$ cat src/rtl/parking_lot_monitor.sv
// Parking lot occupancy monitor.
// Two beam sensors (outer = street side, inner = lot side) are synchronized, a
// direction-detect FSM recognises complete entry/exit sequences, and a saturating
// counter tracks occupancy.
// Optional feature macro: PARKING_OCCUPANCY_FLAGS_EN drives full/empty from the count;
// without it both flags are tied to 0.
module parking_lot_monitor #(
  parameter int unsigned CAPACITY    = 25,
  parameter int unsigned SYNC_STAGES = 2
) (
  input  logic       clk,
  input  logic       reset,
  input  logic       outer,
  input  logic       inner,
  output logic [4:0] count,
  output logic       enter,
  output logic       exit,
  output logic       full,
  output logic       empty
);

  localparam logic [4:0] CapW = 5'(CAPACITY);

  localparam logic [2:0] StIdle = 3'd0;
  localparam logic [2:0] StEn1  = 3'd1;
  localparam logic [2:0] StEn2  = 3'd2;
  localparam logic [2:0] StEn3  = 3'd3;
  localparam logic [2:0] StEx1  = 3'd4;
  localparam logic [2:0] StEx2  = 3'd5;
  localparam logic [2:0] StEx3  = 3'd6;

  logic [SYNC_STAGES-1:0] r_outer_sync;
  logic [SYNC_STAGES-1:0] r_inner_sync;
  logic [1:0]             w_pat;
  logic [2:0]             r_state;
  logic [2:0]             w_state_d;
  logic                   w_enter_d;
  logic                   w_exit_d;
  logic                   r_enter;
  logic                   r_exit;
  logic [4:0]             r_count;

  // Shift raw sensor levels through the synchronizer chains.
  always_ff @(posedge clk or negedge reset) begin
    if (!reset) begin
      r_outer_sync <= '0;
      r_inner_sync <= '0;
    end else begin
      r_outer_sync <= {r_outer_sync[SYNC_STAGES-2:0], outer};
      r_inner_sync <= {r_inner_sync[SYNC_STAGES-2:0], inner};
    end
  end

  // Only the last synchronizer stage is safe to decode: {outer_s, inner_s}.
  assign w_pat = {r_outer_sync[SYNC_STAGES-1], r_inner_sync[SYNC_STAGES-1]};

  // Next-state and pulse decode; unlisted patterns hold the current state.
  always_comb begin
    w_state_d = r_state;
    w_enter_d = 1'b0;
    w_exit_d  = 1'b0;
    case (r_state)
      StIdle: begin
        // 11 from idle is ambiguous and ignored.
        if (w_pat == 2'b10)      w_state_d = StEn1;
        else if (w_pat == 2'b01) w_state_d = StEx1;
      end
      StEn1: begin
        if (w_pat == 2'b11)                          w_state_d = StEn2;
        else if (w_pat == 2'b00 || w_pat == 2'b01)   w_state_d = StIdle;
      end
      StEn2: begin
        if (w_pat == 2'b01)      w_state_d = StEn3;
        else if (w_pat == 2'b10) w_state_d = StEn1;  // car backs up
        else if (w_pat == 2'b00) w_state_d = StIdle;
      end
      StEn3: begin
        if (w_pat == 2'b00) begin
          w_state_d = StIdle;
          w_enter_d = 1'b1;
        end else if (w_pat == 2'b11) begin
          w_state_d = StEn2;
        end else if (w_pat == 2'b10) begin
          w_state_d = StIdle;
        end
      end
      StEx1: begin
        if (w_pat == 2'b11)                          w_state_d = StEx2;
        else if (w_pat == 2'b00 || w_pat == 2'b10)   w_state_d = StIdle;
      end
      StEx2: begin
        if (w_pat == 2'b10)      w_state_d = StEx3;
        else if (w_pat == 2'b01) w_state_d = StEx1;
        else if (w_pat == 2'b00) w_state_d = StIdle;
      end
      StEx3: begin
        if (w_pat == 2'b00) begin
          w_state_d = StIdle;
          w_exit_d  = 1'b1;
        end else if (w_pat == 2'b11) begin
          w_state_d = StEx2;
        end else if (w_pat == 2'b01) begin
          w_state_d = StIdle;
        end
      end
      default: w_state_d = StIdle;
    endcase
  end

  // FSM state and registered one-cycle pulses.
  always_ff @(posedge clk or negedge reset) begin
    if (!reset) begin
      r_state <= StIdle;
      r_enter <= 1'b0;
      r_exit  <= 1'b0;
    end else begin
      r_state <= w_state_d;
      r_enter <= w_enter_d;
      r_exit  <= w_exit_d;
    end
  end

  // Saturating occupancy counter, driven by the registered pulses.
  always_ff @(posedge clk or negedge reset) begin
    if (!reset) begin
      r_count <= '0;
    end else if (r_enter && (r_count < CapW)) begin
      r_count <= r_count + 5'd1;
    end else if (r_exit && (r_count != 5'd0)) begin
      r_count <= r_count - 5'd1;
    end
  end

  assign count = r_count;
  assign enter = r_enter;
  assign exit  = r_exit;

  // Occupancy flags decoded straight from the count register.
`ifdef PARKING_OCCUPANCY_FLAGS_EN
  always_comb begin
    full  = (r_count == CapW);
    empty = (r_count == 5'd0);
  end
`else
  always_comb begin
    full  = 1'b0;
    empty = 1'b0;
  end
`endif

endmodule

$ cat config.mk
export PLATFORM = sky130hd
export DESIGN_NAME = parking_lot_monitor
export DESIGN_NICKNAME = d
export VERILOG_FILES = /design/src/rtl/parking_lot_monitor.sv
export SDC_FILE = /design/constraint.sdc
export NUM_CORES = 1
export LEC_CHECK = 0
export BUFFER_PORTS_ARGS = -buffer_cell sky130_fd_sc_hd__buf_2
export CAP_MARGIN = 20
export CORE_UTILIZATION = 35
export CTS_BUF_LIST = sky130_fd_sc_hd__clkbuf_16
export DETAILED_ROUTE_END_ITERATION = 6
export PLACE_DENSITY_LB_ADDON = 0.12
export REMOVE_ABC_BUFFERS = 1
export SLEW_MARGIN = 25
export SYNTH_ARGS = -nofsm -noshare
export SYNTH_HDL_FRONTEND = slang
export SYNTH_SLANG_ARGS = --single-unit
export TNS_END_PERCENT = 1
$ cat constraint.sdc
create_clock -name clk -period 5.7 [get_ports clk]
set_input_delay 1.14 -clock clk [delete_from_list [all_inputs] [get_ports clk]]
set_output_delay 1.14 -clock clk [all_outputs]
set_load 0.02 [all_outputs]
==> results by group <==
STA
  – Min cycle time layout: 2.20 ns
  – Final period utilization: 38.6%
  – Final setup vio count: 0
  – Fmax: 0.454 GHz
  – Worst rel slew slack: 66.8%
  – RSZ-0062 raised after global routing: no
  – Hold slack: 0.345 ns
  – Measured slew at the worst slew-check pin: 0.495 ns
  – Final Hold Fails: 0
  – Post-route setup TNS: 0 ns
  – Max-slew violation count: 0
  – Layout Skew: 0.00562 ns

Clocking
  – Max H-tree Level: 1
  – Hold buffer count at CTS: 0
  – Post-CTS Setup Inserts: 0
  – Clk sinks: 14
  – Clock buffer depth: 2
  – Post-CTS sizing: 0
  – TritonCTS clock tree: yes
  – CTS buffer count: 3
  – Root Buffer: clkbuf_16
  – Skew-Pair Late Insertion Delay: 0.24 ns
  – Clk slew on worst S/H paths: 0.05 ns

Floorplan
  – I/O pins: 13
  – Row count: 18
  – Die Y: 54.3 µm
  – Total core area: 2520 µm²
  – Die width: 54.3 µm
  – Initial Util: 37.9%
  – Die area: 2940 µm²

Critical path
  – Critical Path Sink Type: register
  – Crit path top cell by count: nand2_1
  – Worst Path Max Fanout: 6
  – Critical Path Start: count[3]$_DFFE_PN0P_
  – CP max stage delay: 0.43 ns
  – CP max stage cell: o21ai_1
  – CP startpoint kind: register
  – Reg2reg start: count[3]$_DFFE_PN0P_
  – Critical Path AT: 2.33 ns
  – Critical path type: reg -> reg
  – CP cell instances: nand2_1 -> o21ai_1 -> inv_1 -> fa_1 -> nand3b_1 -> nand2_1 -> xor2_1 -> nand2_1 -> xnor2_1
  – WP data required: 5.82 ns

Final layout
  – Finished Core Util: 43.3%
  – Ant diodes: 0
  – Reg area: 350 µm²
  – Multi-input gate area: 561 µm²
  – Fraction of layout cells with a size suffix above 1: 17.8%
  – Final instance count without filler cells: 137
  – Area grow syn2layout: 14.3%
  – Final net count: 123
  – Fillers: 264

Route
  – Wire per inst: 12.5 µm
  – Vias/cell: 5.17
  – DR vias: 708
  – DR DRC count: 0
  – DRT Pass-1 Iters: 4
  – DRT iter0 DRCs: 7
  – Antenna Nets Post-Route: 0
  – Drt total wl: 1720 µm

Power
  – Design Power: 337 µW
  – Power Density: 309 nW/µm²
  – Leak: 0.000496 µW
  – Maximum VDD drop: 0.221 mV

Global routing
  – Gr ovfl total: 0
  – Initial antenna violation count: 0
  – Vias in the first global route: 649
  – GR Util All Layers: 13.9%
  – Largest net degree at the start of global routing: 16
  – First-pass GRT wire length: 2790 µm

Synth
  – Area of the mapped netlist: 956 µm²
  – Netlist cell types: 33
  – Ys Warns: 0
  – Yosys reg bits: 14
  – Avg Inst Size Synth: 9.75 µm²
  – Mapped Cells: 98
  – Post-synthesis sequential area ratio: 36.6%

Place
  – GPL Wtd Cong: 0.763
  – Dpl hpwl: 1250 µm
  – Placed Cells: 134
  – Port bufs: 10

Outcome
  – Outcome: complete, no violations

Hold path
  – Min-Delay Path Class: reg -> reg
  – Hold_sp: r_inner_sync[0]$_DFF_PN0_

Run
  – Maxcap violations: 0
area by class of cell:
type / count / area share, %
multi-input cells: 75 / 51.3
flip-flops and latches: 14 / 32.1
clock buffers: 3 / 6.87
repair buffers: 10 / 4.58
well taps: 30 / 3.44
inverters: 5 / 1.72
metal layers:
metal | part of all wire [%] | vias up | track usage, %
met5 | 0 | - | 0
met4 | 0.93 | 0 | 5.13
met3 | 3.6 | 2 | 5.00
met2 | 45 | 14 | 23.0
met1 | 51 | 339 | 16.4
li1 | - | 353 | -
where the power goes:
group | internal (µW) | total [µW] | switching [µW]
Sequential | 109 | 139 | 29.6
Combinational | 35.7 | 69.3 | 33.6
Clock | 91.6 | 129 | 37.5
Total | 237 | 337 | 101
critical path: cells and delay by family, from the launching register on:
| kind | cells | cell delay, ns |
|---|---|---|
| and+or+nand+nor | 4 | 0.44 |
| xor gates and xnor gates | 2 | 0.29 |
| adders and majority gates | 1 | 0.41 |
| buffers and inverters | 1 | 0.11 |
| AOI/OAI and AO/OA | 1 | 0.43 |
| DFF | 1 | 0.41 |
through the flow:
stage               cell area, µm²  setup WS, ns
global placement              1020          3.58
CTS                           1090          3.51
global route                  1090          3.34
detailed placement            1020          3.52
finish                        1090          3.50
floorplan                      930          3.58
synthesized netlist by cell type, drive strengths merged:
master    n  share of area (%)
a211oi    2                2.9
a21oi     9                4.7
a2bb2oi   1               0.92
and3      1               0.65
buf       5                3.1
conb      1               0.39
dfrtp    14                 37
fa        1                2.1
ha        9                 12
inv       5                2.0
mux2      3                4.3
mux2i     2                2.1
nand2     8                3.1
nand2b    2                1.3
nand3     1               0.52
nand3b    4                3.1
nor2      7                2.7
nor2b     1               0.65
nor3      6                4.8
nor3b     2                1.6
o21ai     5                2.6
o22ai     1               0.65
o31ai     1               0.79
o41ai     1               0.92
or3b      1               0.92
xnor2     3                2.7
xor2      2                1.8
state kept, by name, indices dropped and copies added (netlist names):
register	count
r_outer_sync	2
r_inner_sync	2
exit	1
count	5
r_state	3
enter	1
final timing paths:
| check | end | slack (ns) | depth (start not counted) |
|---|---|---|---|
| min in group asynchronous | r_state[1]$_DFFE_PN0P_ | 0.79 | 1 |
| min | r_inner_sync[1]$_DFF_PN0_ | 0.34 | 0 |
| max in group asynchronous | r_inner_sync[0]$_DFF_PN0_ | 4.67 | 1 |
| max reg2reg | count[4]$_DFFE_PN0P_ | 3.50 | 9 |
| max | count[4]$_DFFE_PN0P_ | 3.50 | 9 |
| min reg2reg | r_inner_sync[1]$_DFF_PN0_ | 0.34 | 0 |
placed cells by master, fill, tap and decap left out:
| master | netlist | routed |
|---|---|---|
| nand2_1 | 8 | 8 |
| mux2_2 | 1 | 1 |
| and3_1 | 1 | 1 |
| nand3b_1 | 4 | 4 |
| a21oi_1 | 9 | 9 |
| inv_1 | 5 | 5 |
| or3b_1 | 1 | 1 |
| buf_2 | 3 | 10 |
| dfrtp_1 | 14 | 14 |
| xnor2_1 | 3 | 3 |
| nand3_1 | 1 | 1 |
| o31ai_1 | 1 | 1 |
| o21ai_1 | 1 | 1 |
| xor2_1 | 2 | 2 |
| o41ai_1 | 1 | 1 |
| nand2b_1 | 2 | 2 |
| mux2_4 | 2 | 2 |
| o21ai_0 | 4 | 4 |
| ha_1 | 9 | 9 |
| a211oi_1 | 1 | 1 |
| nor3b_1 | 2 | 2 |
| clkbuf_16 | 0 | 3 |
| nor3_2 | 1 | 1 |
| mux2i_1 | 2 | 2 |
| o22ai_1 | 1 | 1 |
| conb_1 | 1 | 2 |
| nor2_1 | 7 | 7 |
| nor3_1 | 4 | 4 |
| fa_1 | 1 | 1 |
| nor3_4 | 1 | 1 |
| a2bb2oi_1 | 1 | 1 |
| nor2b_1 | 1 | 1 |
| a211oi_4 | 1 | 1 |
cell families after synthesis:
logic type | after synthesis | synth area share (%)
adder cells (fa/ha/maj) | 10 | 13.9
multiplexers | 5 | 6.41
AO/OA/AOI/OAI | 20 | 13.5
buffers and inverters | 10 | 5.10
flip-flops | 14 | 36.6
other | 1 | 0.392
AND/OR/NAND/NOR | 33 | 19.5
XOR/XNOR | 5 | 4.58
Power figures use the tool's default switching activity.
